[src/rtl/kc_tap_upload.sv]
// KC-TAP upload engine: streams a 16-byte header followed by numbered 128-byte
// blocks from system memory to the HPS through the hps_io upload channel.
module kc_tap_upload #(
   parameter logic [7:0] TAP_INDEX = 8'h01,
   parameter int         HDR_LEN   = 16,
   parameter int         BLK_DATA  = 128
) (
   input  logic        cpuclk,
   input  logic        reset_n,
   input  logic        ioctl_upload,
   input  logic [7:0]  ioctl_index,
   input  logic        ioctl_rd,
   input  logic [24:0] ioctl_addr,
   output logic [7:0]  ioctl_din,
   output logic        ioctl_wait,
   input  logic [15:0] cfg_addr,
   input  logic [7:0]  cfg_blocks,
   output logic        mem_rd,
   output logic [15:0] mem_addr,
   input  logic [7:0]  mem_data,
   input  logic        mem_valid,
   output logic        busy,
   output logic        error
);

   typedef enum logic [2:0] {
      S_IDLE   = 3'd0,
      S_HDR    = 3'd1,
      S_BLKNUM = 3'd2,
      S_FETCH  = 3'd3,
      S_DATA   = 3'd4,
      S_DONE   = 3'd5
   } state_t;

   state_t      state_q, state_d;
   logic        act_q;
   logic [3:0]  pos_q, pos_d;
   logic [15:0] ptr_q, ptr_d;
   logic [8:0]  rem_q, rem_d;
   logic [7:0]  blk_q, blk_d;
   logic [7:0]  k_q, k_d;
   logic [24:0] off_q, off_d;
   logic [7:0]  din_q, din_d;
   logic        wait_q, wait_d;
   logic        mem_rd_q, mem_rd_d;
   logic [15:0] mem_addr_q, mem_addr_d;
   logic        busy_q, busy_d;
   logic        error_q, error_d;

   logic        act_s, start_s, rd_ok_s, streaming_s;
   logic [7:0]  blk_next_s;

   function automatic logic [7:0] hdr_byte(input logic [3:0] idx);
      logic [7:0] b;
      case (idx)
         4'd0:    b = 8'hC3;
         4'd1:    b = 8'h4B;
         4'd2:    b = 8'h43;
         4'd3:    b = 8'h2D;
         4'd4:    b = 8'h54;
         4'd5:    b = 8'h41;
         4'd6:    b = 8'h50;
         4'd7:    b = 8'h45;
         4'd8:    b = 8'h20;
         4'd9:    b = 8'h62;
         4'd10:   b = 8'h79;
         4'd11:   b = 8'h20;
         4'd12:   b = 8'h41;
         4'd13:   b = 8'h46;
         4'd14:   b = 8'h2E;
         4'd15:   b = 8'h20;
         default: b = 8'h00;
      endcase
      return b;
   endfunction

   function automatic logic [7:0] sat_inc(input logic [7:0] v);
      return (v == 8'hFF) ? 8'hFF : v + 8'd1;
   endfunction

   assign act_s       = ioctl_upload && (ioctl_index == TAP_INDEX);
   assign start_s     = act_s && !act_q && (state_q == S_IDLE);
   assign rd_ok_s     = ioctl_rd && !wait_q;
   assign streaming_s = (state_q == S_HDR) || (state_q == S_BLKNUM) || (state_q == S_DATA);
   assign blk_next_s  = sat_inc(blk_q);

   // State and output registers, synchronous active-low reset
   always_ff @(posedge cpuclk) begin
      if (!reset_n) begin
         state_q    <= S_IDLE;
         act_q      <= 1'b0;
         pos_q      <= 4'd0;
         ptr_q      <= 16'd0;
         rem_q      <= 9'd0;
         blk_q      <= 8'd0;
         k_q        <= 8'd0;
         off_q      <= 25'd0;
         din_q      <= 8'd0;
         wait_q     <= 1'b0;
         mem_rd_q   <= 1'b0;
         mem_addr_q <= 16'd0;
         busy_q     <= 1'b0;
         error_q    <= 1'b0;
      end else begin
         state_q    <= state_d;
         act_q      <= act_s;
         pos_q      <= pos_d;
         ptr_q      <= ptr_d;
         rem_q      <= rem_d;
         blk_q      <= blk_d;
         k_q        <= k_d;
         off_q      <= off_d;
         din_q      <= din_d;
         wait_q     <= wait_d;
         mem_rd_q   <= mem_rd_d;
         mem_addr_q <= mem_addr_d;
         busy_q     <= busy_d;
         error_q    <= error_d;
      end
   end

   // Next-state and registered-output logic
   always_comb begin
      state_d    = state_q;
      pos_d      = pos_q;
      ptr_d      = ptr_q;
      rem_d      = rem_q;
      blk_d      = blk_q;
      k_d        = k_q;
      off_d      = off_q;
      din_d      = din_q;
      wait_d     = wait_q;
      mem_rd_d   = 1'b0;
      mem_addr_d = mem_addr_q;
      busy_d     = busy_q;
      error_d    = error_q;

      // ioctl_addr is the stream offset of the byte being consumed
      if ((ioctl_rd && wait_q) || (rd_ok_s && streaming_s && (ioctl_addr != off_q))) begin
         error_d = 1'b1;
      end else begin
         error_d = error_q;
      end
      if (rd_ok_s && streaming_s) begin
         off_d = off_q + 25'd1;
      end else begin
         off_d = off_q;
      end

      case (state_q)
         S_IDLE: begin
            if (start_s) begin
               state_d = S_HDR;
               pos_d   = 4'd0;
               ptr_d   = cfg_addr;
               rem_d   = (cfg_blocks == 8'd0) ? 9'd256 : {1'b0, cfg_blocks};
               blk_d   = 8'd0;
               k_d     = 8'd0;
               off_d   = 25'd0;
               din_d   = hdr_byte(4'd0);
               wait_d  = 1'b0;
               busy_d  = 1'b1;
               error_d = 1'b0;
            end else begin
               state_d = S_IDLE;
            end
         end
         S_HDR: begin
            if (rd_ok_s) begin
               if (pos_q == 4'(HDR_LEN - 1)) begin
                  state_d = S_BLKNUM;
                  blk_d   = 8'd1;
                  din_d   = (rem_q == 9'd1) ? 8'hFF : 8'd1;
               end else begin
                  pos_d = pos_q + 4'd1;
                  din_d = hdr_byte(pos_q + 4'd1);
               end
            end else begin
               state_d = S_HDR;
            end
         end
         S_BLKNUM: begin
            if (rd_ok_s) begin
               state_d    = S_FETCH;
               k_d        = 8'd0;
               wait_d     = 1'b1;
               mem_rd_d   = 1'b1;
               mem_addr_d = ptr_q;
            end else begin
               state_d = S_BLKNUM;
            end
         end
         S_FETCH: begin
            if (mem_valid) begin
               state_d = S_DATA;
               din_d   = mem_data;
               ptr_d   = ptr_q + 16'd1;
               wait_d  = 1'b0;
            end else begin
               state_d = S_FETCH;
            end
         end
         S_DATA: begin
            if (rd_ok_s) begin
               k_d = k_q + 8'd1;
               if (k_q < 8'(BLK_DATA - 1)) begin
                  state_d    = S_FETCH;
                  wait_d     = 1'b1;
                  mem_rd_d   = 1'b1;
                  mem_addr_d = ptr_q;
               end else if (rem_q > 9'd1) begin
                  state_d = S_BLKNUM;
                  rem_d   = rem_q - 9'd1;
                  blk_d   = blk_next_s;
                  din_d   = (rem_q == 9'd2) ? 8'hFF : blk_next_s;
               end else begin
                  state_d = S_DONE;
                  din_d   = 8'd0;
               end
            end else begin
               state_d = S_DATA;
            end
         end
         S_DONE: begin
            state_d = S_DONE;
            din_d   = 8'd0;
            wait_d  = 1'b0;
         end
         default: begin
            state_d = S_IDLE;
            din_d   = 8'd0;
            wait_d  = 1'b0;
            busy_d  = 1'b0;
         end
      endcase

      // Host closing the session overrides everything, including a same-cycle read
      if ((state_q != S_IDLE) && !ioctl_upload) begin
         state_d  = S_IDLE;
         off_d    = off_q;
         din_d    = 8'd0;
         wait_d   = 1'b0;
         mem_rd_d = 1'b0;
         busy_d   = 1'b0;
         error_d  = error_q;
      end else begin
         busy_d = busy_d;
      end
   end

   assign ioctl_din  = din_q;
   assign ioctl_wait = wait_q;
   assign mem_rd     = mem_rd_q;
   assign mem_addr   = mem_addr_q;
   assign busy       = busy_q;
   assign error      = error_q;

endmodule

[config.mk]
export PLATFORM = sky130hd
export DESIGN_NAME = kc_tap_upload
export DESIGN_NICKNAME = d
export VERILOG_FILES = /design/src/rtl/kc_tap_upload.sv
export SDC_FILE = /design/constraint.sdc
export NUM_CORES = 1
export LEC_CHECK = 0
export ABC_CLOCK_PERIOD_IN_PS = 3200
export BUFFER_PORTS_ARGS = -buffer_cell sky130_fd_sc_hd__buf_4
export CAP_MARGIN = 0
export CORE_UTILIZATION = 25
export CTS_CLUSTER_SIZE = 8
export DETAILED_ROUTE_END_ITERATION = 10
export HOLD_SLACK_MARGIN = 0.1
export PLACE_DENSITY_LB_ADDON = 0.25
export RECOVER_POWER = 100
export SLEW_MARGIN = 10
export SYNTH_ARGS = -nofsm -noshare
export SYNTH_HDL_FRONTEND = slang
export SYNTH_SLANG_ARGS = --single-unit
[constraint.sdc]
create_clock -name cpuclk -period 3.2 [get_ports cpuclk]
set_input_delay 0.64 -clock cpuclk [delete_from_list [all_inputs] [get_ports cpuclk]]
set_output_delay 0.64 -clock cpuclk [all_outputs]
set_load 0.1 [all_outputs]
---- Word level (Yosys, flattened, before mapping) ----
Memories as Yosys holds them, arrays and structs flattened.
Cells that the tools add are included.
word-level totals
  register bits after elaboration ......... 102
  output and inout bits ................... 28
  memory bits (read-only) ................. 128
  bits in latches ......................... 0
  RAM bits ................................ 0
  logic and storage cells ................. 148
  memories kept ........................... 1
  input bits .............................. 70
memory list
  name             depth  bits a word  rd ports  clocked after memory_dff  write ports  RTL line  text
  (no name shown)  16     8            1         0                         0            55        case (idx)
operators by class
  equality and inequality tests ........... 22
  multiplexer cells ....................... 65
  multiply operators ...................... 0
  bitwise operators ....................... 4
  reductions and logical operators ........ 34
  divide/modulo/power cells ............... 0
  $add $sub $neg .......................... 6
  $lt $le $gt $ge ......................... 2
  shifts and indexed selects .............. 0
operators by type and width
  cell                   number
  $mux 8                 18
  $mux 16                5
  $mux 25                3
  $pmux 16 s2            2
  $pmux 8 s3             2
  $mux 9                 5
  $pmux 8 s5             1
  $add 25x1->25 const B  1
  $ne 25x25->1           1
  $mux 3                 6
  $pmux 3 s6             1
  $pmux 9 s2             1
  $add 16x1->16 const B  1
  $add 8x1->8 const B    2
  $mux 1                 14
  $ne 2x2->1 const B     7
  $mux 4                 3
  $reduce_and 4->1       3
  $reduce_and 6->1       2
  $eq 9x1->1 const B     1
  $eq 9x2->1 const B     1
  $gt 9x1->1 const B     1
  $reduce_bool 3->1      3
  $sub 9x1->9 const B    1
  26 further kinds       48

---- Logic depth before layout (Yosys ltp) ----
Gate-level depths: netlist of run 1.
  depth after elaboration ................. 9
  gate-level depth with buffers ........... 9
  depth with buffers taken out ............ 8

---- Least setup slack after synthesis of run 1 ----
Ideal clock, no wire load.
  path type ............................... in2reg
  start point ............................. input port ioctl_index[5]
  end point ............................... register din_q[0] (netlist: ioctl_din[0])
  data arrival time ....................... 2342 ps
  cell stages on the path ................. 7
  setup slack ............................. 740 ps
  setup time .............................. 118 ps
  path through ............................ nor4_4 > and4b_2 > nor2_2 > or4_4 > nor2b_1 > buf_2 > a22o_1
between the ends
  longest elaborated chain between the ends .. 6
ends and longest elaborated chain
  what                               RTL line  text
  from (decl)                        11        input logic [7:0] ioctl_index,
  $eq 8x1->1                         81        assign act_s = ioctl_upload && (ioctl_index == TAP_INDEX);
  $logic_and 1x1->1                  81
  $logic_and 1x1->1 (2 in a row)     82        assign start_s = act_s && !act_q && (state_q == S_IDLE);
  $ne 2x2->1 (no source line)        n/a
  $reduce_and 6->1 (no source line)  n/a
  to (signal assigned)               113       din_q <= din_d;
  to (decl)                          43        logic [7:0] din_q, din_d;
Every way passes these cells.
A chain may end at the register's enable or synchronous reset.

---- Final worst setup path of run 1 ----
  start point ............................. input port ioctl_index[5]
  end point ............................... register din_q[6] (netlist: ioctl_din[6])
The elaborated chain is that of the path after synthesis.

==> results.py, run 1 <==
metrics = {
    "status": {
        "outcome": "completed",
    },
    "detailed_routing": {
        "first_pass_iters": 4,
        "routed_wl_um": 18000,
        "drt.antenna.violating_nets": 0,
        "drt-initial-drc-count": 346,
        "vias": 5860,
        "wl_per_cell_um": 15.2,
        "route.detailed.drc": 0,
        "viasPerCell": 4.93,
    },
    "global_routing": {
        "grtUsageTotal_pct": 14.9,
        "grt_max_degree": 29,
        "antenna_found_initial": 0,
        "grt_pass1_vias": 5480,
        "grt_pass1_wl_um": 28800,
        "grt-ovfl-total": 0,
    },
    "clock_tree": {
        "numCtsBuffers": 9,
        "cts_hold_buf": 0,
        "cts_buffer_depth": 2,
        "cts-root-buf": "clkbuf_16",
        "clock_sinks": 102,
        "clock_latency_ps": 360,
        "tritoncts": "yes",
        "h-tree-depth": 3,
        "clkTransAtPathRegs_ps": 70,
        "post_cts_buffers": 0,
        "cts_resized": 0,
    },
    "floorplanning": {
        "start_util_pct": 25.5,
        "rows": 56,
        "die-area_um2": 24600,
        "core_area_um2": 23500,
        "pin_count": 98,
        "die_w_um": 157,
        "die_y_um": 157,
    },
    "synth": {
        "syn_inst": 785,
        "netlist_area_um2": 5990,
        "ys.warnings.count": 0,
        "ys_seq_elements": 102,
        "ys_types": 66,
        "syn_area_per_cell_um2": 7.63,
        "ys_dominant_reg_cell": "dfxtp_1",
        "synth_enable_flop_cells": 0,
        "ys_seq_area_share_pct": 34.1,
        "syn-num-nets": 868,
        "synthArstFlopShare_pct": 0,
    },
    "timing": {
        "fin_crit_sh_pct": 83.8,
        "maxSlewHeadroom_pct": 13.6,
        "fmax_mhz": 373,
        "setup_tns_ps": 0,
        "setup_viol": 0,
        "rsz0062_at_grt": "false",
        "worstMarginPinSlew_ps": 1300,
        "hold_slack_ps": 457,
        "fin_worst_skew_ps": 14.5,
        "min_period_ps": 2680,
        "hold_violations": 0,
        "maxSlewViolCount": 0,
    },
    "cells_and_area": {
        "num-nets-final": 948,
        "layout_commonest_cell": "dfxtp_1",
        "final_cell_mix": "dfxtp_1 (102), a21oi_1 (85), buf_4 (81)",
        "final_util_pct": 30.8,
        "multi_input_area_um2": 3680,
        "n_fill_cell": 2595,
        "syn_to_final_growth_pct": 20.7,
        "final_cells": 1189,
        "seq_area_um2": 2040,
        "antenna_cells": 0,
        "drive_gt1_share_pct": 13.1,
    },
    "worst_setup_path": {
        "start_kind": "primary input",
        "cp_cell_sequence": "clkbuf_4, nor4_1, and4b_1, nor2_1, or4_4, a2111oi_4, a22o_1",
        "critPathBufInv": 1,
        "r2r-end": "ptr_q[13]",
        "rrSetupSlack_ps": 530,
        "worst_path_dominant_cell_family": "simple AND/OR/NAND/NOR gates",
        "crit_required_ps": 3500,
        "crit_type": "primary input to flop",
        "arrival_ps": 2980,
        "max_stage_delay_ps": 600,
        "cp_slowest_cell": "or4_4",
        "r2r_start": "state_q[2]",
        "end_kind": "flop",
        "path_max_fanout": 9,
        "worstRegToRegCells": 7,
    },
    "placement": {
        "port_buffers": 97,
        "dp_hpwl_um": 13100,
        "post-place-cells": 1173,
        "gp_congestion": 0.792,
    },
    "worst_hold_path": {
        "holdPathStages": 2,
        "min_path_type": "flop to flop",
        "min-delay-start": "busy",
        "hold_end": "busy",
    },
    "power_and_ir_drop": {
        "power.clock.fraction_pct": 43.2,
        "internal_power_mw": 1.91,
        "p_sw_uw": 612,
        "p_sw_share_pct": 24.3,
        "power_leakage_nw": 2.63,
        "power_density_nw_per_um2": 349,
        "sequentialPowerShare_pct": 50.4,
        "vdd_drop_max_mv": 0.220,
        "power_frac_comb_pct": 6.4,
    },
    "job": {
        "drv_cap": 0,
    },
}
worst register-to-register path, cell delays in order (launching register included):
cell and delay (ps):
dfxtp_1 520, clkbuf_1 430, and3b_1 250, nand2_1 110
a21boi_0 220, clkbuf_1 630, nor2_1 120, o221a_2 270
cell usage after synthesis, types with 3 or more instances:
cell,number,area (um^2)
or2_2,3,18.8
o21ai_0,53,265
dfxtp_1,102,2040
nor3b_1,3,22.5
xor2_1,32,280
xnor2_1,22,193
a21o_1,6,45.0
inv_1,12,45.0
nand2_1,75,282
and2_1,7,43.8
o21ai_1,3,15.0
nand4b_1,5,43.8
nor3_1,19,95.1
nor2_1,79,297
clkbuf_1,43,161
or3_1,9,56.3
mux2_2,3,33.8
nand3_1,55,275
nor4_1,21,131
a31oi_1,12,75.1
a21oi_1,84,420
ha_1,13,163
and4_1,7,61.3
and3_1,11,68.8
nor2b_1,4,25.0
o211ai_1,4,30.0
a211oi_1,11,82.6
nand2b_1,10,62.6
buf_2,4,20.0
mux2i_1,3,30.0
a22o_1,8,70.1
o22ai_1,3,18.8
nand4_1,11,68.8
o31ai_1,3,22.5
worst max-delay path by stage:
| stage | startpoint | end | slack (ps) | cells past startpoint |
|---|---|---|---|---|
| after floorplan | ioctl_index[5] | ioctl_din[0] | 740 | 7 |
| after global placement | ioctl_index[5] | ioctl_din[6] | 400 | 7 |
| after detailed placement | ioctl_index[5] | ioctl_din[6] | 370 | 7 |
| after CTS | ioctl_index[5] | ioctl_din[6] | 720 | 7 |
| after global routing | k_q[0] | rem_q[0] | 260 | 7 |
| final | ioctl_index[5] | ioctl_din[6] | 520 | 7 |
cell families after synthesis:
kind of cell / Yosys count / synth area share [%]
muxes: 6 / 1.07
DFF: 102 / 34.1
adders and majority gates: 13 / 2.72
and+or+nand+nor: 334 / 28.5
xor gates and xnor gates: 54 / 7.89
AOI/OAI and AO/OA: 214 / 21.7
buffers and inverters: 62 / 3.99
flip-flops by register name, summed over array words and instances (netlist names):
signal / count
state_q: 3
k_q: 8
error: 1
pos_q: 4
mem_rd: 1
mem_addr: 16
busy: 1
ptr_q: 16
ioctl_wait: 1
rem_q: 9
act_q: 1
ioctl_din: 8
off_q: 25
blk_q: 8
through the flow:
step           worst slack [ps]  area [um^2]  total power, mW
4_1_cts                     723         7390             2.57
6_report                    518         7230             2.52
2_1_floorplan               740         5990             1.36
5_1_grt                     261         7230             2.63
3_5_place_dp                369         7100             1.47
3_3_place_gp                396         7100             1.47
layer usage:
| layer | global-route usage, % | vias to the layer above | routed length, um | part of all wire, % |
|---|---|---|---|---|
| met1 | 20.6 | 2725 | 9000 | 50 |
| met4 | 4.53 | 0 | 232 | 1.3 |
| met5 | 0 | - | 0 | 0 |
| met3 | 2.44 | 14 | 794 | 4.4 |
| met2 | 23.4 | 118 | 8000 | 44 |
| li1 | - | 3003 | - | - |
power groups by stage:
stage	combinational [mW]	sequential (mW)	clock, mW
finish	0.161	1.27	1.09
global route	0.177	1.27	1.18
CTS	0.166	1.27	1.13
detailed placement	0.165	1.30	0
global placement	0.165	1.30	0
floorplan	0.0585	1.30	0
final cells by class:
cell class	count	share of cell area, %
inverters	12	0.623
clock buffers	10	3.31
repair buffers	119	10.7
clock inverters	6	0.692
flip-flops and latches	102	28.2
multi-input cells	621	50.9
well taps	319	5.52
Power figures use the tool's default switching activity.
==> inputs of run 2 (changes only) <==
- ABC_CLOCK_PERIOD_IN_PS: 3200 -> 2500
- clock period: 3.2 -> 2.5 ns (I/O delays scaled with it)
==> results.py, run 2 (synthesized netlist as in run 1, its figures left out) <==
metrics = {
    "power_and_ir_drop": {
        "vdd_drop_max_mv": 0.219,
        "power_density_nw_per_um2": 427,
        "power_leakage_nw": 2.74,
    },
    "clock_tree": {
        "cts-root-buf": "clkbuf_16",
        "cts_resized": 0,
        "clock_latency_ps": 350,
        "cts_buffer_depth": 2,
        "clkTransAtPathRegs_ps": 70,
        "post_cts_buffers": 0,
        "h-tree-depth": 3,
        "tritoncts": "yes",
        "cts_hold_buf": 0,
        "clock_sinks": 102,
        "numCtsBuffers": 9,
    },
    "timing": {
        "maxSlewViolCount": 0,
        "worstMarginPinSlew_ps": 1250,
        "fin_worst_skew_ps": 8.95,
        "rsz0062_at_grt": "false",
        "maxSlewHeadroom_pct": 17.2,
        "min_period_ps": 2320,
        "hold_violations": 0,
        "fin_crit_sh_pct": 92.9,
        "fin_ws_ps": 176,
        "fmax_mhz": 430,
        "setup_viol": 0,
    },
    "cells_and_area": {
        "num-nets-final": 975,
        "largest_register_ff_count": 25,
        "syn_to_final_growth_pct": 23.5,
        "drive_gt1_share_pct": 15.3,
        "n_fill_cell": 2572,
        "final_cell_mix": "dfxtp_1 (102), buf_4 (100), a21oi_1 (84)",
        "regMostFlops": "off_q",
        "final_util_pct": 31.5,
        "antenna_cells": 0,
        "layout_commonest_cell": "dfxtp_1",
    },
    "floorplanning": {
        "start_util_pct": 25.5,
        "rows": 56,
        "die_w_um": 157,
        "pin_count": 98,
        "die-area_um2": 24600,
        "core_area_um2": 23500,
        "die_y_um": 157,
    },
    "global_routing": {
        "grt_pass1_vias": 5509,
        "grt_max_degree": 30,
        "antenna_found_initial": 0,
        "grtUsageTotal_pct": 15.1,
        "grt_pass1_wl_um": 29000,
        "grt-ovfl-total": 0,
    },
    "detailed_routing": {
        "route.detailed.drc": 0,
        "routed_wl_um": 18300,
        "vias": 6011,
        "first_pass_iters": 5,
        "viasPerCell": 4.94,
        "drt-initial-drc-count": 320,
        "drt.antenna.violating_nets": 0,
        "wl_per_cell_um": 15.0,
    },
    "worst_setup_path": {
        "end_kind": "flop",
        "r2r-end": "blk_q[3]",
        "r2r_start": "k_q[1]",
        "crit_type": "flop to flop",
        "worstRegToRegCells": 9,
        "crit_required_ps": 2720,
        "arrival_ps": 2540,
        "start_kind": "flop",
        "rrSetupSlack_ps": 180,
        "path_max_fanout": 8,
    },
    "placement": {
        "dp_hpwl_um": 13600,
        "gp_congestion": 0.835,
        "place_ws_ps": -35.9,
        "port_buffers": 97,
    },
    "worst_hold_path": {
        "min_path_type": "primary input to flop",
        "holdPathStages": 3,
        "hold_end": "act_q",
        "min-delay-start": "ioctl_index[1]",
    },
    "job": {
        "drv_cap": 0,
    },
    "status": {
        "outcome": "completed",
    },
}
==> run 2: cell types whose count changed in the layout (fill, tap and decap cells not counted), sizes merged <==
cell and delta:
clkinv +1, inv -2, buf +19, clkbuf +9
==> run 2: per-stage QoR <==
step	hold WS [ps]	cell area, um^2	TNS (ps)	power (mW)	std cells
floorplan	450	5990	0	1.74	785
global placement	449	7300	-172	1.88	1200
detailed placement	448	7300	-223	1.88	1200
CTS	395	7570	0	3.23	1216
global route	404	7400	0	3.30	1216
finish	410	7400	0	3.16	1216
==> run 2: area by class of cell <==
class / count / area (um^2) / area share [%]
tap: 319 / 399 / 5.39
clock inverter: 5 / 35.0 / 0.473
inverter: 12 / 45.0 / 0.609
sequential: 102 / 2040 / 27.6
timing repair buffer: 146 / 947 / 12.8
multi-input combinational: 621 / 3700 / 50.0
clock buffer: 11 / 233 / 3.14
==> run 2: metal layers <==
| metal | track usage, % | wire length, um | up-vias |
|---|---|---|---|
| met4 | 4.86 | 255 | 0 |
| li1 | - | - | 3046 |
| met5 | 0 | 0 | - |
| met1 | 21.2 | 8930 | 2794 |
| met3 | 2.33 | 1030 | 19 |
| met2 | 23.3 | 8070 | 152 |
==> run 2: where the power goes <==
| part | internal (mW) | total, mW | switching [mW] |
|---|---|---|---|
| Clock | 0.679 | 1.33 | 0.647 |
| Combinational | 0.105 | 0.211 | 0.106 |
| Sequential | 1.62 | 1.63 | 0.00169 |
| Total | 2.41 | 3.16 | 0.755 |
==> run 2: critical path, stage by stage, from the launching register on <==
cell	delay, ps
dfxtp_1	360
ha_1	220
nand3_1	120
o21bai_1	370
a21oi_1	140
clkbuf_1	150
nor4_1	270
clkbuf_2	260
mux2i_1	210
a21oi_1	80
==> run 2: worst max-delay path by stage <==
| stage | from | endpoint | slack, ps | cells past startpoint |
|---|---|---|---|---|
| 6_report | k_q[1] | blk_q[3] | 180 | 9 |
| 5_1_grt | k_q[1] | ioctl_din[6] | 20 | 8 |
| 4_1_cts | k_q[1] | ioctl_din[2] | 190 | 7 |
| 3_5_place_dp | ioctl_index[5] | ioctl_din[2] | -40 | 7 |
| 3_3_place_gp | ioctl_index[5] | ioctl_din[5] | -30 | 7 |
| 2_1_floorplan | ioctl_index[5] | ioctl_din[0] | 180 | 7 |
